**src/rtl/spi_master_ctrl.sv**
```systemverilog
// SPI master: turns 10-bit command words into SPI frames on SS_n/MOSI and
// returns the MISO byte for read-data commands. Link runs on the system clock.
module spi_master_ctrl #(
    parameter int unsigned TURN_CYCLES = 2,
    parameter int unsigned IDLE_GAP    = 1
) (
    input  logic       clk,
    input  logic       rst_n,
    input  logic       cmd_valid,
    output logic       cmd_ready,
    input  logic [9:0] cmd_data,
    output logic       rsp_valid,
    output logic [7:0] rsp_data,
    output logic       busy,
    output logic       SS_n,
    output logic       MOSI,
    input  logic       MISO
);

    localparam int unsigned CW = 4;
    localparam int unsigned SW = 3;

    localparam logic [SW-1:0] S_IDLE  = 3'd0;
    localparam logic [SW-1:0] S_START = 3'd1;
    localparam logic [SW-1:0] S_SHIFT = 3'd2;
    localparam logic [SW-1:0] S_TURN  = 3'd3;
    localparam logic [SW-1:0] S_RECV  = 3'd4;
    localparam logic [SW-1:0] S_GAP   = 3'd5;

    localparam logic [CW-1:0] SHIFT_LAST = CW'(9);
    localparam logic [CW-1:0] RECV_LAST  = CW'(7);
    localparam logic [CW-1:0] TURN_LAST  = CW'(TURN_CYCLES - 1);
    localparam logic [CW-1:0] GAP_LAST   = CW'(IDLE_GAP - 1);

    logic [SW-1:0] state, state_nxt;
    logic [CW-1:0] cnt, cnt_nxt;
    logic [9:0]    cmd_reg, cmd_reg_nxt;
    logic [7:0]    shreg, shreg_nxt;
    logic [7:0]    rsp_data_nxt;
    logic          cmd_ready_nxt, rsp_valid_nxt, busy_nxt, ss_n_nxt, mosi_nxt;

    // State and all outputs are registered from the next-state logic below
    always_ff @(posedge clk or negedge rst_n) begin
        if (!rst_n) begin
            state     <= S_IDLE;
            cnt       <= '0;
            cmd_reg   <= '0;
            shreg     <= '0;
            rsp_data  <= '0;
            rsp_valid <= 1'b0;
            cmd_ready <= 1'b1;
            busy      <= 1'b0;
            SS_n      <= 1'b1;
            MOSI      <= 1'b0;
        end else begin
            state     <= state_nxt;
            cnt       <= cnt_nxt;
            cmd_reg   <= cmd_reg_nxt;
            shreg     <= shreg_nxt;
            rsp_data  <= rsp_data_nxt;
            rsp_valid <= rsp_valid_nxt;
            cmd_ready <= cmd_ready_nxt;
            busy      <= busy_nxt;
            SS_n      <= ss_n_nxt;
            MOSI      <= mosi_nxt;
        end
    end

    // Next state plus the output values for the cycle that follows
    always_comb begin
        state_nxt     = state;
        cnt_nxt       = cnt;
        cmd_reg_nxt   = cmd_reg;
        shreg_nxt     = shreg;
        rsp_data_nxt  = rsp_data;
        rsp_valid_nxt = 1'b0;
        cmd_ready_nxt = cmd_ready;
        busy_nxt      = busy;
        ss_n_nxt      = SS_n;
        mosi_nxt      = MOSI;

        case (state)
            S_IDLE: begin
                if (cmd_valid && cmd_ready) begin
                    cmd_reg_nxt   = cmd_data;
                    state_nxt     = S_START;
                    cmd_ready_nxt = 1'b0;
                    busy_nxt      = 1'b1;
                    ss_n_nxt      = 1'b0;
                    mosi_nxt      = cmd_data[9];
                end
            end
            S_START: begin
                state_nxt = S_SHIFT;
                cnt_nxt   = '0;
                mosi_nxt  = cmd_reg[9];
            end
            S_SHIFT: begin
                cnt_nxt = '0;
                if (cnt == SHIFT_LAST) begin
                    mosi_nxt = 1'b0;
                    if (cmd_reg[9:8] == 2'b11) begin
                        state_nxt = S_TURN;
                    end else begin
                        state_nxt = S_GAP;
                        ss_n_nxt  = 1'b1;
                    end
                end else begin
                    cnt_nxt  = cnt + CW'(1);
                    mosi_nxt = cmd_reg[CW'(8) - cnt];
                end
            end
            S_TURN: begin
                if (cnt == TURN_LAST) begin
                    state_nxt = S_RECV;
                    cnt_nxt   = '0;
                end else begin
                    cnt_nxt = cnt + CW'(1);
                end
            end
            S_RECV: begin
                shreg_nxt = {shreg[6:0], MISO};
                if (cnt == RECV_LAST) begin
                    rsp_data_nxt  = {shreg[6:0], MISO};
                    rsp_valid_nxt = 1'b1;
                    ss_n_nxt      = 1'b1;
                    state_nxt     = S_GAP;
                    cnt_nxt       = '0;
                end else begin
                    cnt_nxt = cnt + CW'(1);
                end
            end
            S_GAP: begin
                if (cnt == GAP_LAST) begin
                    state_nxt     = S_IDLE;
                    cnt_nxt       = '0;
                    cmd_ready_nxt = 1'b1;
                    busy_nxt      = 1'b0;
                end else begin
                    cnt_nxt = cnt + CW'(1);
                end
            end
            default: begin
                state_nxt     = S_IDLE;
                cnt_nxt       = '0;
                cmd_ready_nxt = 1'b1;
                busy_nxt      = 1'b0;
                ss_n_nxt      = 1'b1;
                mosi_nxt      = 1'b0;
            end
        endcase
    end

endmodule

```
**config.mk**
```make
export PLATFORM = sky130hd
export DESIGN_NAME = spi_master_ctrl
export DESIGN_NICKNAME = d
export VERILOG_FILES = /design/src/rtl/spi_master_ctrl.sv
export SDC_FILE = /design/constraint.sdc
export NUM_CORES = 1
export LEC_CHECK = 0
export ABC_AREA = 1
export CAP_MARGIN = 20
export CORE_UTILIZATION = 54
export CTS_CLUSTER_DIAMETER = 80
export CTS_CLUSTER_SIZE = 10
export DETAILED_ROUTE_END_ITERATION = 12
export PLACE_DENSITY = 0.79
export SLEW_MARGIN = 20
export SYNTH_ARGS = -nofsm -noshare
export SYNTH_HDL_FRONTEND = slang
export SYNTH_SLANG_ARGS = --single-unit
```
**constraint.sdc**
```tcl
create_clock -name clk -period 2.2 [get_ports clk]
set_input_delay 0.44 -clock clk [delete_from_list [all_inputs] [get_ports clk]]
set_output_delay 0.44 -clock clk [all_outputs]
set_load 0.005 [all_outputs]
```
# Word-level counts from Yosys, hierarchy flattened
# Cells that the tools add are included.
# word_totals
reg_bits	37
latch_bits	0
mem_bits_rw	0
romBits	0
in_bits	14
output_inout_bits	13
word_cells	72
n_memories	0
# op_classes
addsub	2
n_mul	0
div	0
n_lt_le_gt_ge	1
n_eq_ne	15
shift	0
mux	29
bitwise	3
reduce_logical	12
# op_table
cell	n
4-bit case mux with 5 select lines	1
3-bit two-way mux	6
3-bit case mux with 6 select lines	1
4-bit two-way mux	4
1-bit two-way mux	12
2-bit != test, second input constant	6
5-bit AND reduction	2
1-bit case mux with 4 select lines	2
3-bit by 2-bit == test with 1-bit output, second input constant	2
3-bit == test, second input constant	2
1-bit case mux with 3 select lines	2
2-bit AND reduction	3
3-bit OR reduction	2
4-bit by 5-bit < comparator with 1-bit output, second input constant	1
4-bit by 1-bit adder with 4-bit output, second input constant	1
1-bit binary-select mux with 4-bit select	1
4-bit by 1-bit == test with 1-bit output, second input constant	1
4-bit by 3-bit == test with 1-bit output, second input constant	1
4-bit == test, second input constant	1
4-bit zero test	1
4-bit OR reduction	1
4-bit subtractor, first input constant	1
3-bit by 1-bit == test with 1-bit output, second input constant	1
3-bit zero test	1
other kinds (4)	6

# Depth between registers and ports, before layout
# logic_depth
depth_word	5
mapped_depth	12
mapped_depth_nobuf	11

# Worst setup path before layout
# Ideal clock, no wire load.
# synth_path
kind	register -> register
startpoint	reg cnt[0]
endpoint	reg MOSI
setup_time_ns	0.120
t_arrival_ns	1.489
required_time_ns	2.080
slack_ns	0.590
stages_incl_launch_ff	13
path_buffers	1
synth_period_minus_slack_ns	1.610
cell_sequence	dfrtp_1 -> buf_4 -> clkinv_1 -> ha_1 -> inv_1 -> nand3_1 -> nand2_1 -> nand2_1 -> nand2_1 -> nand3_1 -> nand2_1 -> nand2_1 -> nand2_1
# synth_between
elab_chain_cells	5
elab_cells_between_ends	6
cone_classes	add/sub: 1; eq/ne: 1; mux: 4
# synth_rtl
element	line_no	source
start, declared	36	logic [CW-1:0] cnt, cnt_nxt;
start signal, assigned	57	cnt <= cnt_nxt;
4-bit subtractor	110	mosi_nxt = cmd_reg[CW'(8) - cnt];
1-bit binary-select mux with 4-bit select	110	
1-bit two-way mux (implied by the code)	110	
1-bit two-way mux (*)	100	if (cnt == SHIFT_LAST) begin
1-bit case mux with 4 select lines (*)	82	case (state)
end signal, assigned	65	MOSI <= mosi_nxt;
end, declared	16	output logic MOSI,
# Mark *: on every way between the ends. The rest lies on a longest branch, timed or not. The select of a mux whose other input is x is not followed.
# A chain may end at the register's enable or synchronous reset.

# Final worst setup path
# Same ends and word-level chain as after synthesis.

==> out/metrics.cfg <==
[run_status]
status=completed

[global_routing]
grt_use_met1=0.288
antenna_found_initial=0
grt_pass1_wl_mm=5.90
use_met2=0.335
overflow=0
grt_max_degree=38
met3_usage=0.0559
first_global_vias=1380
grt_busiest_layer=met2
track_usage=0.215

[timing]
rsz0062_at_grt=no
setup_viol=0
fmax_mhz=528
worst_pin_slew_ns=0.775
setup-tns-final_ns=0
finalClockSkew_ns=0.00734
period_needed_ns=1.89
min_period_over_period=0.861
hold_violations=0
maxSlewHeadroom=0.483
slew_viol_final=0

[logic_synthesis]
synth.avg_cell_area_um2=8.06
synth_edf_count=0
synth-seq-area-share=0.480
syn-num-nets=259
synth-main-ff-cell=dfrtp_1
synthArstFlopShare=1.00
synth_cell_types=28
synth.cell_area_um2=1930
synth-seq-cells=37
syn_inst=240
yosys_warnings=0

[routing]
drc=0
drtIter0Drc=85
num_vias=1549
viasPerCell=4.90
routed_wl_mm=3.54
firstDrtPassIters=4
detail-route-antenna-nets=0
post_drt_wl_per_cell_um=11.2

[power]
power.density_nw_per_um2=1170
p_leak_nw=1.11
ir_drop_mv=0.565

[cts]
cts_tree=built
clockRootBuffer=clkbuf_4
htree_levels=2
clk_pin_slew_ns=0.11
cts.hold.buffers_added=0
ctsResizeCount=0
numCtsBuffers=5
cts.sinks=37
cts_max_path_buffers=2
postCtsSetupBuffers=0
clk_latency_ns=0.34

[final_layout]
stdcell_area_um2=2300
final_cell_mix=nand2_1, dfrtp_1, inv_1
fillers=268
drive_above_1_share=0.126
n_antenna_cell=0
layoutNonFillerInstCount=316
layout_commonest_cell=nand2_1
largest_reg_flops=10
area_growth_syn_to_layout_pct=18.8
final_nets=288

[setup_path]
r2r_end=MOSI
rr_startpoint=cnt[0]
rrSetupSlack_ns=0.31
cp.required_ns=2.43
crit_path_max_fanout=11
crit_type=reg -> reg
crit_arrival_ns=2.13
critical_path.startpoint_type=flip-flop
ff2ff_path_depth=11
critPathCaptureType=flip-flop

[run]
cap_viol_max_count=0

[die]
ioPinCount=27
dieArea_um2=3830
core_um2=3390
die_h_um=61.9
initial_core_util=0.571
fp.dieW_um=61.9
rows=21

[place]
dp.cells=308
gp_congestion=0.912
dp_hpwl_mm=2.61
port_buffers=26
dpl-instance-area_um2=2210

[hold_path]
worstHoldPathType=in -> async

==> cell usage after synthesis, types with 3 or more instances <==
cell / count / area share
inv_1: 30 / 0.058
a21oi_1: 3 / 0.0078
ha_1: 5 / 0.032
o21ai_2: 8 / 0.036
nand3_1: 14 / 0.036
o22ai_1: 3 / 0.0097
dfrtp_1: 35 / 0.45
o21ai_0: 20 / 0.052
inv_2: 5 / 0.0097
nand2_1: 80 / 0.16
nor2_4: 3 / 0.017
o21ai_1: 3 / 0.0078
nor2_1: 11 / 0.021
==> area by class of cell <==
class	count	area, um^2	area share
flip-flops and latches	37	928	0.404
multi-input cells	163	837	0.364
repair buffers	26	255	0.111
inverters	36	135	0.0588
well taps	46	57.6	0.0250
clock buffers	7	55.1	0.0240
clock inverters	1	30.0	0.0131
==> stage by stage <==
step	power, W	setup WS, ns	hold slack [ns]	utilization
after floorplan	0.00191	0.590	0.144	-
after global placement	0.00218	0.428	0.456	0.653
after detailed placement	0.00220	0.338	0.467	0.653
after CTS	0.00269	0.316	0.198	0.678
after global routing	0.00291	0.0785	0.227	0.678
final	0.00268	0.306	0.169	0.678
==> worst max-delay path, stage by stage (launching register included) <==
cell,delay (ns)
dfrtp_1,0.54
clkinv_1,0.29
ha_1,0.41
inv_1,0.08
nand3_1,0.09
nand2_1,0.06
nand2_1,0.05
nand2_1,0.04
nand3_1,0.07
nand2_1,0.05
nand2_1,0.05
nand2_1,0.04
==> kinds of logic (layout without fill, tap and decap cells) <==
family          count (synthesis)  count (layout)  share of synthesized area
flops                          37              37                      0.480
buf+inv                        40              70                     0.0873
fa+ha+maj                       5               5                     0.0323
simple gates                  118             118                      0.275
compound gates                 39              39                      0.121
xor+xnor                        1               1                    0.00453
==> worst max-delay path by stage <==
stage          cells past startpoint   start   end  slack (ns)
6_report                          11  cnt[0]  MOSI        0.31
5_1_grt                           11  cnt[0]  MOSI        0.08
4_1_cts                           11  cnt[0]  MOSI        0.32
3_5_place_dp                      11  cnt[0]  MOSI        0.34
3_3_place_gp                      11  cnt[0]  MOSI        0.43
2_1_floorplan                     12  cnt[0]  MOSI        0.59
==> report_power, final <==
part           internal [W]  switching, W  total [W]
Sequential         0.000900      0.000147    0.00105
Combinational      0.000429      0.000720    0.00115
Clock              0.000271      0.000214   0.000485
Total               0.00160       0.00108    0.00268
==> per-layer routing <==
layer	vias up	wire length (um)
li1	808	-
met1	687	1700
met2	47	1630
met3	7	172
met4	0	46
met5	-	0
Power figures use the tool's default switching activity.
